--- src/rtl/wb_thr_pkg.sv ---
// Shared constants for the Wishbone threshold register bank.
package wb_thr_pkg;

  // CTRL register bit positions
  localparam int CTRL_COMMIT = 0;
  localparam int CTRL_IMM    = 1;

  // Default width of the shadow-backed read-back field
  localparam int DEF_LOW_W   = 16;

  // CTRL sits directly after the last channel word
  function automatic int ctrl_adr(input int n_chan);
    return n_chan;
  endfunction

endpackage

--- src/rtl/wb_thr_chan.sv ---
// One threshold channel: shadow/active pair, dirty flag and update pulse.
module wb_thr_chan (
  input  logic        clk_i,
  input  logic        rst_i,
  input  logic        i_wr,
  input  logic [3:0]  i_sel,
  input  logic [31:0] i_dat,
  input  logic        i_imm,
  input  logic        i_commit,
  output logic [31:0] o_shadow,
  output logic [31:0] o_active,
  output logic        o_upd
);

  logic [31:0] r_shadow, r_active;
  logic        r_dirty, r_upd;
  logic [31:0] w_merged;

  // Byte-lane merge of write data into the current shadow
  always_comb begin
    w_merged = r_shadow;
    for (int b = 0; b < 4; b++)
      if (i_sel[b]) w_merged[8*b +: 8] = i_dat[8*b +: 8];
  end

  // Shadow/active/dirty update; a channel write and a commit never coincide
  always_ff @(posedge clk_i) begin
    if (rst_i) begin
      r_shadow <= '0;
      r_active <= '0;
      r_dirty  <= 1'b0;
      r_upd    <= 1'b0;
    end else begin
      r_upd <= 1'b0;
      if (i_wr) begin
        r_shadow <= w_merged;
        if (i_imm) begin
          r_active <= w_merged;
          r_upd    <= 1'b1;
          r_dirty  <= 1'b0;
        end else begin
          r_dirty  <= 1'b1;
        end
      end else if (i_commit && r_dirty) begin
        r_active <= r_shadow;
        r_upd    <= 1'b1;
        r_dirty  <= 1'b0;
      end
    end
  end

  assign o_shadow = r_shadow;
  assign o_active = r_active;
  assign o_upd    = r_upd;

endmodule

--- src/rtl/wb_thr_bank.sv ---
// Wishbone slave front end, address decode and read mux for N_CHAN threshold channels.
module wb_thr_bank
  import wb_thr_pkg::*;
#(
  parameter int N_CHAN = 4,
  parameter int LOW_W  = DEF_LOW_W,
  parameter int ADR_W  = $clog2(N_CHAN + 1)
)(
  input  logic                     clk_i,
  input  logic                     rst_i,
  input  logic                     wb_cyc_i,
  input  logic                     wb_stb_i,
  input  logic                     wb_we_i,
  input  logic [ADR_W-1:0]         wb_adr_i,
  input  logic [3:0]               wb_sel_i,
  input  logic [31:0]              wb_dat_i,
  output logic                     wb_ack_o,
  output logic                     wb_err_o,
  output logic                     wb_stall_o,
  output logic                     wb_rty_o,
  output logic [31:0]              wb_dat_o,
  input  logic [N_CHAN-1:0][31:0]  thr_i,
  output logic [N_CHAN-1:0][31:0]  thr_o,
  output logic [N_CHAN-1:0]        thr_upd_o
);

  localparam logic [ADR_W-1:0] CTRL_ADR = ADR_W'(ctrl_adr(N_CHAN));
  localparam logic [31:0]      LOW_MASK = (32'h1 << LOW_W) - 32'h1;

  logic              r_rip, r_wip, r_ack, r_err, r_imm, r_wr_vld;
  logic [31:0]       r_dat, r_wr_dat;
  logic [3:0]        r_wr_sel;
  logic [ADR_W-1:0]  r_wr_adr;

  logic                     w_en, w_rd_req, w_wr_req, w_rd_ok, w_wr_ok;
  logic                     w_ctrl_lane, w_commit;
  logic [31:0]              w_rd_dat;
  logic [N_CHAN-1:0]        w_chan_wr;
  logic [N_CHAN-1:0][31:0]  w_shadow;

  assign w_en     = wb_cyc_i & wb_stb_i;
  assign w_rd_req = w_en & ~wb_we_i & ~r_rip;
  assign w_wr_req = w_en &  wb_we_i & ~r_wip;
  assign w_rd_ok  = (wb_adr_i <= CTRL_ADR);
  assign w_wr_ok  = (r_wr_adr <= CTRL_ADR);

  // CTRL takes effect only with byte lane 0; raising IMM flushes pending channels
  assign w_ctrl_lane = r_wr_vld & (r_wr_adr == CTRL_ADR) & r_wr_sel[0];
  assign w_commit    = w_ctrl_lane &
                       (r_wr_dat[CTRL_COMMIT] | (r_wr_dat[CTRL_IMM] & ~r_imm));

  // Read mux: low field from shadow, upper field from live channel status
  always_comb begin
    w_rd_dat = '0;
    for (int k = 0; k < N_CHAN; k++)
      if (wb_adr_i == ADR_W'(k))
        w_rd_dat = (w_shadow[k] & LOW_MASK) | (thr_i[k] & ~LOW_MASK);
    if (wb_adr_i == CTRL_ADR) w_rd_dat[CTRL_IMM] = r_imm;
  end

  // Bus sequencing: read terminates one cycle after request, write two
  always_ff @(posedge clk_i) begin
    if (rst_i) begin
      r_rip    <= 1'b0;
      r_wip    <= 1'b0;
      r_ack    <= 1'b0;
      r_err    <= 1'b0;
      r_dat    <= '0;
      r_wr_vld <= 1'b0;
      r_wr_adr <= '0;
      r_wr_sel <= '0;
      r_wr_dat <= '0;
      r_imm    <= 1'b1;
    end else begin
      r_ack    <= 1'b0;
      r_err    <= 1'b0;
      r_wr_vld <= w_wr_req;
      if (r_ack | r_err) begin
        r_rip <= 1'b0;
        r_wip <= 1'b0;
      end
      if (w_rd_req) begin
        r_rip <= 1'b1;
        r_ack <= w_rd_ok;
        r_err <= ~w_rd_ok;
        r_dat <= w_rd_dat;
      end
      if (w_wr_req) begin
        r_wip    <= 1'b1;
        r_wr_adr <= wb_adr_i;
        r_wr_sel <= wb_sel_i;
        r_wr_dat <= wb_dat_i;
      end
      if (r_wr_vld) begin
        r_ack <= w_wr_ok;
        r_err <= ~w_wr_ok;
      end
      if (w_ctrl_lane) r_imm <= r_wr_dat[CTRL_IMM];
    end
  end

  for (genvar k = 0; k < N_CHAN; k++) begin : g_chan
    assign w_chan_wr[k] = r_wr_vld & (r_wr_adr == ADR_W'(k));
    wb_thr_chan u_chan (
      .clk_i    (clk_i),
      .rst_i    (rst_i),
      .i_wr     (w_chan_wr[k]),
      .i_sel    (r_wr_sel),
      .i_dat    (r_wr_dat),
      .i_imm    (r_imm),
      .i_commit (w_commit),
      .o_shadow (w_shadow[k]),
      .o_active (thr_o[k]),
      .o_upd    (thr_upd_o[k])
    );
  end

  assign wb_ack_o   = r_ack;
  assign wb_err_o   = r_err;
  assign wb_stall_o = ~(r_ack | r_err) & w_en;
  assign wb_rty_o   = 1'b0;
  assign wb_dat_o   = r_dat;

endmodule

--- config.mk ---
export PLATFORM = sky130hd
export DESIGN_NAME = wb_thr_bank
export DESIGN_NICKNAME = d
export VERILOG_FILES = /design/src/rtl/wb_thr_pkg.sv /design/src/rtl/wb_thr_chan.sv /design/src/rtl/wb_thr_bank.sv
export SDC_FILE = /design/constraint.sdc
export NUM_CORES = 1
export LEC_CHECK = 0
export BUFFER_PORTS_ARGS = -buffer_cell sky130_fd_sc_hd__buf_4
export CAP_MARGIN = 20
export CORE_ASPECT_RATIO = 1.5
export CORE_MARGIN = 2
export CORE_UTILIZATION = 50
export CTS_BUF_LIST = sky130_fd_sc_hd__clkbuf_8
export CTS_CLUSTER_SIZE = 20
export DETAILED_ROUTE_END_ITERATION = 8
export GPL_ROUTABILITY_DRIVEN = 0
export PLACE_DENSITY = 0.75
export SLEW_MARGIN = 20
export SYNTH_ARGS = -nofsm -noshare
export SYNTH_HDL_FRONTEND = slang
export SYNTH_HIERARCHICAL = 1
export SYNTH_SLANG_ARGS = --single-unit
export TNS_END_PERCENT = 5
--- constraint.sdc ---
create_clock -name clk_i -period 2.6 [get_ports clk_i]
set_input_delay 0.26 -clock clk_i [delete_from_list [all_inputs] [get_ports clk_i]]
set_output_delay 0.26 -clock clk_i [all_outputs]
set_load 0.02 [all_outputs]
==> run_results.csv, run 1 <==
group,metric,value,unit
placement,numPortBuffers,274,
finish,final_layout_size_suffix_gt1_share,36.6,%
power,share_clk_of_total_power,43.5,%
finish,post_route_insts_no_fill,1899,
critical_path,worst_r2r_endpoint,"g_chan[0].u_chan/o_active[1]",
synth,synthesis.yosys.warnings,6,
synth,synth.ff_latch_count,341,
clock_tree,clock_tree.htree_level_count,2,
synth,synth_area_leader_cell,"dfxtp_1",
finish,finalInstanceArea,17300,um^2
global_route,global_route.overflow_total,0,
global_route,global_route_wire_length_before_repair,59.3,mm
finish,flow.area_growth_from_synthesis,27.3,%
timing,report.final.slew_viol_count,0,
finish,nets,1690,
power,power_switching,2.41,mW
detailed_routing,drt_iter0_drc,547,
floorplanning,die_area,28600,um^2
synth,nets_in_the_synthesized_netlist,1390,
detailed_routing,routed_via_density,5.57,
floorplanning,die_y,206,um
placement,place_area,15800,um^2
synth,proportion_of_netlist_area_held_by_the_largest_area_contributor,50.2,%
floorplanning,fp.dieW,139,um
critical_path,register_to_register_setup_slack,0.29,ns
power,seq_power_share,50.6,%
finish,most_frequent_standard_cell_in_the_layout_excluding_fill_and_tap_cells,"dfxtp_1",
synth,syn-cell-area,13600,um^2
synth,synthCells,1218,
run,drv_cap,0,
timing,timing.clock.skew,0.0366,ns
detailed_routing,drt-total-wl,39.0,mm
timing,setup_tns,0,ns
clock_tree,cts_setup_buffers,0,
clock_tree,insertion_delay,0.60,ns
power,swShare,22.9,%
detailed_routing,post-route-drc-count,0,
power,power_frac_comb,5.9,%
clock_tree,cts-root-to-sink-buffers,3,
worst_hold_path,hp-class,"in2reg",
finish,area.sequential,6830,um^2
floorplanning,io_pins,340,
timing,max_freq,0.433,GHz
power,total_leakage_power,7.66,nW
finish,multiInputGateArea,6170,um^2
timing,finalHoldViolCount,0,
timing,tightestPinTransition,0.701,ns
clock_tree,clock_tree_from_tritoncts,"built",
detailed_routing,route.vias.total,10600,
power,p_per_area,609,nW/um^2
worst_hold_path,holdCritStartpoint,"wb_we_i",
critical_path,critPathKind,"reg2reg",
timing,finalSetupViolations,0,
timing,worst_slew_margin_rel,53.3,%
synth,synthTopCellsByArea,"dfxtp_1 (50%), a221oi_2 (13%), mux2i_1 (9.4%)",
clock_tree,root_buffer,"clkbuf_8",
power,post-layout-total-power,10.5,mW
finish,filler_cell_count,2148,
timing,final_critical_path_share_of_the_clock_period,88.8,%
synth,synth.distinct_cells,36,
floorplanning,floorplan.core_area,26700,um^2
critical_path,crit_path_max_fanout,33,
synth,most_used_dff_post_synth,"dfxtp_1",
critical_path,worstSetupStartpoint,"r_wr_adr[0]",
floorplanning,initial_utilization,51.0,%
synth,synth_enable_flop_cells,0,
synth,sequential_share_of_the_synthesized_area,50.2,%
clock_tree,cts_made_buffers,50,
critical_path,timing.critical_path.arrival,2.75,ns
finish,mostFrequentLayoutCells,"dfxtp_1 (341), buf_4 (305), nor2_1 (270), mux2i_1 (128), a221oi_2 (120)",
critical_path,endpoint_kind,"flip-flop",
critical_path,worstSetupStartpointType,"flip-flop",
detailed_routing,route.antenna.remaining_nets,0,
synth,postSynthAreaPerCell,11.2,um^2
global_route,grt_util_all_layers,26.5,%
timing,post-route-min-period,2.31,ns
placement,dp.final_hpwl,27.2,mm
placement,placedCellCount,1766,
critical_path,critPathRequiredTime,3.04,ns
power,intPower,8.13,mW
synth,ys_async_sr_fraction,0,%
run_status,outcome,"completed",
detailed_routing,number_of_detailed_routing_iterations_run_before_antenna_repair,5,
timing,rsz0062_at_grt,"false",
power,worst_ir_drop_vdd,0.000402,V
global_route,grt_max_degree,90,
detailed_routing,post_drt_wl_per_cell,20.5,um
worst_hold_path,hold_path_end,"r_rip",
floorplanning,fp-row-count,73,
clock_tree,clkTransAtPathRegs,0.07,ns
critical_path,regToRegStartpoint,"r_wr_adr[0]",
critical_path,reg2regPathDepth,6,
global_route,antenna_found_initial,2,
global_route,first_global_vias,10500,
worst_hold_path,hold_path_depth,4,
clock_tree,clock_sink_count,341,
[per-stage QoR]
step / hold WS [ns] / worst slack, ns / utilization [%]
after floorplan: 0.396 / 0.729 / -
after global placement: 0.462 / 0.137 / 59.4
after detailed placement: 0.466 / 0.0661 / 59.4
after CTS: 0.0225 / 0.0485 / 64.9
after global routing: 0.0614 / 0.150 / 64.9
final: 0.0839 / 0.290 / 64.9
[cell families after synthesis]
| group | after synthesis | synth area share, % |
|---|---|---|
| AO/OA/AOI/OAI | 210 | 17.7 |
| AND/OR/NAND/NOR | 403 | 12.8 |
| flip-flops | 341 | 50.2 |
| multiplexers | 161 | 14.7 |
| buffers and inverters | 102 | 4.58 |
| other | 1 | 0.0276 |
[cells in the mapped netlist (2+ instances only)]
| cell | instances |
|---|---|
| a21oi_1 | 48 |
| a221oi_1 | 8 |
| a221oi_2 | 120 |
| a22o_1 | 31 |
| and2_1 | 4 |
| buf_1 | 7 |
| buf_2 | 21 |
| buf_4 | 25 |
| buf_6 | 16 |
| clkbuf_1 | 31 |
| dfxtp_1 | 341 |
| inv_1 | 2 |
| mux2_2 | 2 |
| mux2i_1 | 128 |
| mux4_2 | 31 |
| nand2_1 | 85 |
| nand2_2 | 16 |
| nand2_4 | 4 |
| nand3b_4 | 4 |
| nor2_1 | 272 |
| nor3_1 | 5 |
| nor3b_2 | 2 |
| nor4bb_1 | 2 |
[final cells by class]
type	count	share of cell area, %
repair buffers	348	16.0
inverters	2	0.0434
flip-flops and latches	341	39.4
clock inverters	25	0.889
diodes	2	0.0289
clock buffers	69	5.49
well taps	337	2.44
multi-input cells	775	35.7
[state kept, by name, summed over array words and instances, names as in the netlist]
signal and count:
r_wr_adr 3, g_chan.u_chan/o_active 128, r_rip 1, g_chan.u_chan/r_dirty 4
wb_dat_o 32, r_wr_vld 1, r_wip 1, g_chan.u_chan/o_shadow 128
wb_ack_o 1, r_imm 1, r_wr_sel 4, g_chan.u_chan/o_upd 4
r_wr_dat 32, wb_err_o 1
[worst max-delay path, stage by stage, from the launching register on]
cell and delay (ns):
dfxtp_1 0.31, nor2_1 0.15, nand4_1 0.18, nor2_2 0.47
nand3b_4 0.30, nand2_4 0.54, a221oi_1 0.18
[power groups by stage]
| stage | Clock [mW] | Sequential, mW | Combinational [mW] |
|---|---|---|---|
| finish | 4.59 | 5.33 | 0.622 |
| floorplan | 0 | 5.46 | 0.293 |
| detailed placement | 0 | 5.45 | 0.573 |
| global route | 4.92 | 5.33 | 0.663 |
| global placement | 0 | 5.45 | 0.564 |
| CTS | 4.68 | 5.33 | 0.621 |
[worst max-delay path by stage]
stage	endpoint	slack [ns]
detailed placement	g_chan[0].u_chan/o_active[0]	0.07
global placement	g_chan[0].u_chan/o_active[1]	0.14
CTS	g_chan[0].u_chan/o_active[0]	0.05
floorplan	g_chan[0].u_chan/o_active[12]	0.73
global route	g_chan[0].u_chan/o_active[1]	0.15
finish	g_chan[0].u_chan/o_active[1]	0.29
[per-layer routing]
metal	wire, um	up-vias	track usage (%)
li1	-	4999	-
met1	14000	5160	28.2
met2	21100	343	50.4
met3	2020	76	4.80
met4	1790	0	12.5
met5	0	-	0
[repair_timing]
item                                    CTS  global route
hold endpoints to repair                 37             0
gates resized for setup                   0             1
endpoints found under the setup margin    0            32
hold buffers                             37             0
Power figures use the tool's default switching activity.
==> run 2: changes to the inputs <==
CELL_PAD_IN_SITES_DETAIL_PLACEMENT = 0   (was default)
CELL_PAD_IN_SITES_GLOBAL_PLACEMENT = 1   (was default)
CORE_UTILIZATION = 43   (was 50)
GPL_TIMING_DRIVEN = 1   (was default)
PLACE_DENSITY = 0.81   (was 0.75)
==> run 2 against run 1 <==
  * Count of clock-buffer cells in the layout shrank 6
  * Register-to-register slack gained 0.04 ns
  * Sequential power is essentially flat
  * Wire length grew 0.47%
  * Largest power group unchanged
  * Clock power shrank 3%
  * Non-clock buffer count is the same
  * Maximum frequency grew 1.9%
  * Critical endpoint is now g_chan[2].u_chan/o_active[15]
==> run_results.csv, run 2 (synthesis results as in run 1) <==
group,metric,value,unit
run_status,outcome,"completed",
critical_path,reg2regPathDepth,5,
clock_tree,cts_setup_buffers,0,
power,intPower,7.97,mW
finish,final_layout_size_suffix_gt1_share,36.5,%
placement,numPortBuffers,274,
timing,finalHoldViolCount,0,
clock_tree,cts-root-to-sink-buffers,3,
critical_path,worst_r2r_endpoint,"g_chan[2].u_chan/o_active[15]",
floorplanning,fp-row-count,79,
global_route,grt_util_all_layers,23.2,%
clock_tree,clock_tree.htree_level_count,2,
placement,dp.final_hpwl,27.5,mm
critical_path,critPathKind,"reg2reg",
global_route,grt_max_degree,101,
timing,worst_slew_margin_rel,52.7,%
finish,flow.area_growth_from_synthesis,27.4,%
detailed_routing,number_of_detailed_routing_iterations_run_before_antenna_repair,5,
floorplanning,io_pins,340,
detailed_routing,post-route-drc-count,0,
worst_hold_path,hold_path_depth,2,
timing,report.final.slew_viol_count,0,
clock_tree,insertion_delay,0.60,ns
power,power_switching,2.43,mW
worst_hold_path,holdCritStartpoint,"rst_i",
detailed_routing,post_drt_wl_per_cell,19.9,um
floorplanning,initial_utilization,43.7,%
critical_path,endpoint_kind,"flip-flop",
detailed_routing,routed_via_density,5.32,
detailed_routing,route.antenna.remaining_nets,0,
power,seq_power_share,51.3,%
timing,setup_slack,0.332,ns
floorplanning,floorplan.core_area,31100,um^2
clock_tree,clkTransAtPathRegs,0.06,ns
timing,rsz0062_at_grt,"false",
global_route,global_route_wire_length_before_repair,59.5,mm
run,drv_cap,0,
floorplanning,fp.dieW,149,um
power,power_frac_comb,5.9,%
power,p_per_area,600,nW/um^2
critical_path,crit_path_max_fanout,33,
clock_tree,clock_sink_count,341,
global_route,first_global_vias,10400,
placement,dp_slack,0.0995,ns
critical_path,worstSetupStartpointType,"flip-flop",
global_route,global_route.overflow_total,0,
timing,max_freq,0.441,GHz
power,swShare,23.4,%
finish,most_frequent_standard_cell_in_the_layout_excluding_fill_and_tap_cells,"dfxtp_1",
timing,timing.clock.skew,0.0207,ns
power,worst_ir_drop_vdd,0.000463,V
floorplanning,die_y,222,um
critical_path,timing.critical_path.arrival,2.77,ns
detailed_routing,drt_iter0_drc,554,
timing,tightestPinTransition,0.709,ns
critical_path,regToRegStartpoint,"r_wr_vld",
clock_tree,cts_made_buffers,51,
global_route,antenna_found_initial,1,
power,share_clk_of_total_power,42.8,%
detailed_routing,drt-total-wl,39.1,mm
power,total_leakage_power,7.63,nW
floorplanning,die_area,33100,um^2
timing,setup_tns,0,ns
timing,finalSetupViolations,0,
detailed_routing,route.vias.total,10500,
timing,final_critical_path_share_of_the_clock_period,87.2,%
critical_path,register_to_register_setup_slack,0.33,ns
finish,mostFrequentLayoutCells,"dfxtp_1 (341), buf_4 (307), nor2_1 (270), mux2i_1 (128), a221oi_2 (120)",
clock_tree,clock_tree_from_tritoncts,"built",
worst_hold_path,hold_path_end,"g_chan[1].u_chan/o_shadow[12]",
worst_hold_path,hp-class,"in2reg",
timing,post-route-min-period,2.27,ns
critical_path,critPathRequiredTime,3.10,ns
finish,nets,1691,
clock_tree,root_buffer,"clkbuf_8",
[run 2: stage by stage]
stage                     hold WS, ns  utilization (%)  instances  total power [mW]  cell area (um^2)
final                          0.0529             55.7       1967              10.4             17300
after global routing           0.0461             55.7       1967              10.8             17300
after CTS                      0.0164             55.6       1966              10.5             17300
after detailed placement        0.464             51.0       1833              6.02             15900
after global placement          0.460             51.0       1833              6.01             15900
after floorplan                 0.396                -       1218              5.76             13600
[run 2: worst max-delay path by stage]
stage,from,to,slack (ns),cells past startpoint
final,r_wr_vld,g_chan[2].u_chan/o_active[15],0.33,5
after floorplan,r_wr_adr[0],g_chan[0].u_chan/o_active[12],0.73,6
after global routing,r_wr_vld,g_chan[2].u_chan/o_active[0],0.17,5
after detailed placement,r_wr_adr[0],g_chan[3].u_chan/o_active[0],0.1,6
after global placement,r_wr_adr[0],g_chan[3].u_chan/o_active[0],0.11,6
after CTS,r_wr_adr[0],g_chan[0].u_chan/o_active[0],0.1,6
[run 2: layout make-up]
cell class | instances | area, um^2
fill | 2823 | 13800
multi-input combinational | 775 | 6190
clock inverter | 32 | 193
inverter | 2 | 7.51
clock buffer | 63 | 867
tap | 405 | 507
sequential | 341 | 6830
antenna | 1 | 2.50
timing repair buffer | 348 | 2740
[run 2: metal layers]
layer	vias up	track usage (%)	wire length [um]
li1	5002	-	-
met1	5139	24.7	14200
met2	257	45.1	22000
met3	69	3.27	1630
met4	0	9.12	1340
met5	-	0	0
[run 2: timing repair]
item	CTS	global route
hold buffers	38	0
endpoints found under the hold margin	38	0
resized for setup	0	1
endpoints found under the setup margin	0	7
[run 2: power groups by stage]
stage / sequential [mW] / clock [mW] / combinational, mW
floorplan: 5.46 / 0 / 0.293
global placement: 5.45 / 0 / 0.563
detailed placement: 5.45 / 0 / 0.569
CTS: 5.34 / 4.56 / 0.616
global route: 5.34 / 4.78 / 0.657
finish: 5.34 / 4.45 / 0.612
[run 2: critical path: stages (launching register included)]
cell	delay [ns]
dfxtp_1	0.47
nor4bb_2	0.61
buf_4	0.25
nand3b_4	0.16
nand2_4	0.32
a221oi_2	0.38
==> run 3: changes to the inputs <==
BUFFER_PORTS_ARGS = -buffer_cell sky130_fd_sc_hd__buf_2   (was -buffer_cell sky130_fd_sc_hd__buf_4)
==> run 3 against run 2 <==
  * Worst setup slack improved by 0.0040 ns
  * Largest power group unchanged
  * Worst hold slack better by 0.019 ns
  * Critical path type unchanged
  * Sequential power about the same
==> run_results.csv, run 3 (synthesis results as in run 1) <==
group,metric,value,unit
timing,finalSetupViolations,0,
critical_path,cpMaxStageDelayCell,"mux2i_1",
floorplanning,io_pins,340,
placement,dp.final_hpwl,27.2,mm
clock_tree,insertion_delay,0.60,ns
detailed_routing,post_drt_wl_per_cell,19.8,um
clock_tree,cts_setup_buffers,0,
timing,max_freq,0.442,GHz
power,power_switching,2.43,mW
detailed_routing,drt_iter0_drc,481,
global_route,antenna_found_initial,0,
clock_tree,root_buffer,"clkbuf_8",
clock_tree,cts-root-to-sink-buffers,3,
global_route,grt_max_degree,86,
power,swShare,23.2,%
power,power_frac_comb,5.3,%
detailed_routing,number_of_detailed_routing_iterations_run_before_antenna_repair,5,
critical_path,endpoint_kind,"flip-flop",
power,p_per_area,628,nW/um^2
clock_tree,clock_sink_count,341,
finish,mostFrequentLayoutCells,"dfxtp_1 (341), buf_2 (273), nor2_1 (270), mux2i_1 (128), a221oi_2 (120)",
global_route,grt_util_all_layers,23.0,%
critical_path,reg2regPathDepth,4,
timing,worst_slew_margin_rel,53.9,%
critical_path,crit_path_max_fanout,8,
global_route,global_route_wire_length_before_repair,59.1,mm
timing,setup_tns,0,ns
run,drv_cap,0,
timing,tightestPinTransition,0.672,ns
clock_tree,cts_made_buffers,51,
clock_tree,clock_tree_from_tritoncts,"built",
clock_tree,clock_tree.htree_level_count,2,
critical_path,slowest_delay,0.62,ns
floorplanning,floorplan.core_area,31100,um^2
critical_path,worst_r2r_endpoint,"g_chan[2].u_chan/o_active[13]",
power,intPower,8.04,mW
detailed_routing,post-route-drc-count,0,
worst_hold_path,hold_path_end,"wb_dat_o[1]",
critical_path,regToRegStartpoint,"r_wr_vld",
detailed_routing,route.antenna.remaining_nets,0,
floorplanning,fp.dieW,149,um
finish,nets,1687,
critical_path,cp_cell_sequence,"nor4bb_2, nand2_2, mux2i_1, a221oi_2",
finish,finalInstanceArea,16700,um^2
detailed_routing,drt-total-wl,38.8,mm
detailed_routing,routed_via_density,5.30,
timing,report.final.slew_viol_count,0,
clock_tree,clkTransAtPathRegs,0.06,ns
timing,timing.clock.skew,0.0261,ns
floorplanning,fp-row-count,79,
critical_path,timing.critical_path.arrival,2.71,ns
power,share_clk_of_total_power,43.8,%
detailed_routing,route.vias.total,10400,
global_route,first_global_vias,10400,
timing,post-route-min-period,2.26,ns
critical_path,critPathRequiredTime,3.05,ns
worst_hold_path,hold_path_depth,4,
placement,numPortBuffers,274,
finish,flow.area_growth_from_synthesis,22.7,%
power,seq_power_share,51.0,%
finish,filler_cell_count,2834,
floorplanning,die_area,33100,um^2
floorplanning,initial_utilization,43.7,%
critical_path,path_delay_family,"simple AND/OR/NAND/NOR gates",
critical_path,register_to_register_setup_slack,0.34,ns
global_route,global_route.overflow_total,0,
timing,rsz0062_at_grt,"false",
placement,place_area,15200,um^2
finish,final_layout_size_suffix_gt1_share,36.8,%
timing,finalHoldViolCount,0,
power,worst_ir_drop_vdd,0.000427,V
timing,final_critical_path_share_of_the_clock_period,87.1,%
finish,most_frequent_standard_cell_in_the_layout_excluding_fill_and_tap_cells,"dfxtp_1",
finish,n_antenna_cell,0,
worst_hold_path,hp-class,"in2reg",
power,total_leakage_power,7.55,nW
critical_path,critical_path.n_buffers_inverters,0,
critical_path,critPathKind,"reg2reg",
worst_hold_path,holdCritStartpoint,"wb_we_i",
run_status,outcome,"completed",
critical_path,worstSetupStartpointType,"flip-flop",
floorplanning,die_y,222,um
## run 3: power by group through the flow
stage          clock [mW]  sequential (mW)  combinational (mW)
4_1_cts              4.71             5.33               0.557
3_3_place_gp            0             5.45               0.506
6_report             4.58             5.33               0.552
2_1_floorplan           0             5.46               0.293
3_5_place_dp            0             5.45               0.513
5_1_grt              4.93             5.34               0.598
## run 3: timing repair
action                                 CTS  global route
hold buffers                            37             0
gates resized for setup                  0             1
setup endpoints to repair                0             2
endpoints found under the hold margin   37             0
## run 3: metal layers
metal	part of all wire, %	track usage (%)
met1	37	24.6
met2	55	44.2
met3	4.1	3.25
met4	3.9	9.71
met5	0	0
## run 3: stage by stage
stage                     power [mW]  utilization (%)  hold slack [ns]  std cells  worst slack (ns)
after floorplan                 5.76                -            0.396       1218             0.729
after global placement          5.96             48.8            0.456       1830             0.157
after detailed placement        5.96             48.8            0.459       1830             0.126
after CTS                       10.6             53.6           0.0398       1961             0.116
after global routing            10.9             53.6           0.0759       1961             0.174
final                           10.5             53.6           0.0717       1961             0.336
## run 3: layout make-up
type | count | area (um^2) | share of cell area (%)
Sequential cell | 341 | 6830 | 40.9
Multi-Input combinational cell | 775 | 6190 | 37.1
Timing Repair Buffer | 344 | 2050 | 12.3
Clock buffer | 71 | 977 | 5.86
Tap cell | 405 | 507 | 3.04
Clock inverter | 23 | 130 | 0.780
Inverter | 2 | 7.51 | 0.0450
## run 3: worst register-to-register path, delay by kind of cell, from the launching register on
family / cells / cell delay [ns]
simple gates: 2 / 0.90
compound gates: 1 / 0.14
mux: 1 / 0.63
flops: 1 / 0.46
## run 3: worst max path at each step
stage / start / endpoint / slack, ns / cells after the start
after global placement: r_wr_adr[0] / g_chan[0].u_chan/o_active[1] / 0.16 / 6
after detailed placement: r_wr_adr[1] / g_chan[0].u_chan/o_active[0] / 0.13 / 6
after global routing: r_wr_vld / g_chan[2].u_chan/o_active[1] / 0.17 / 5
final: r_wr_vld / g_chan[2].u_chan/o_active[13] / 0.34 / 4
after floorplan: r_wr_adr[0] / g_chan[0].u_chan/o_active[12] / 0.73 / 6
after CTS: r_wr_adr[1] / g_chan[0].u_chan/o_active[0] / 0.12 / 6
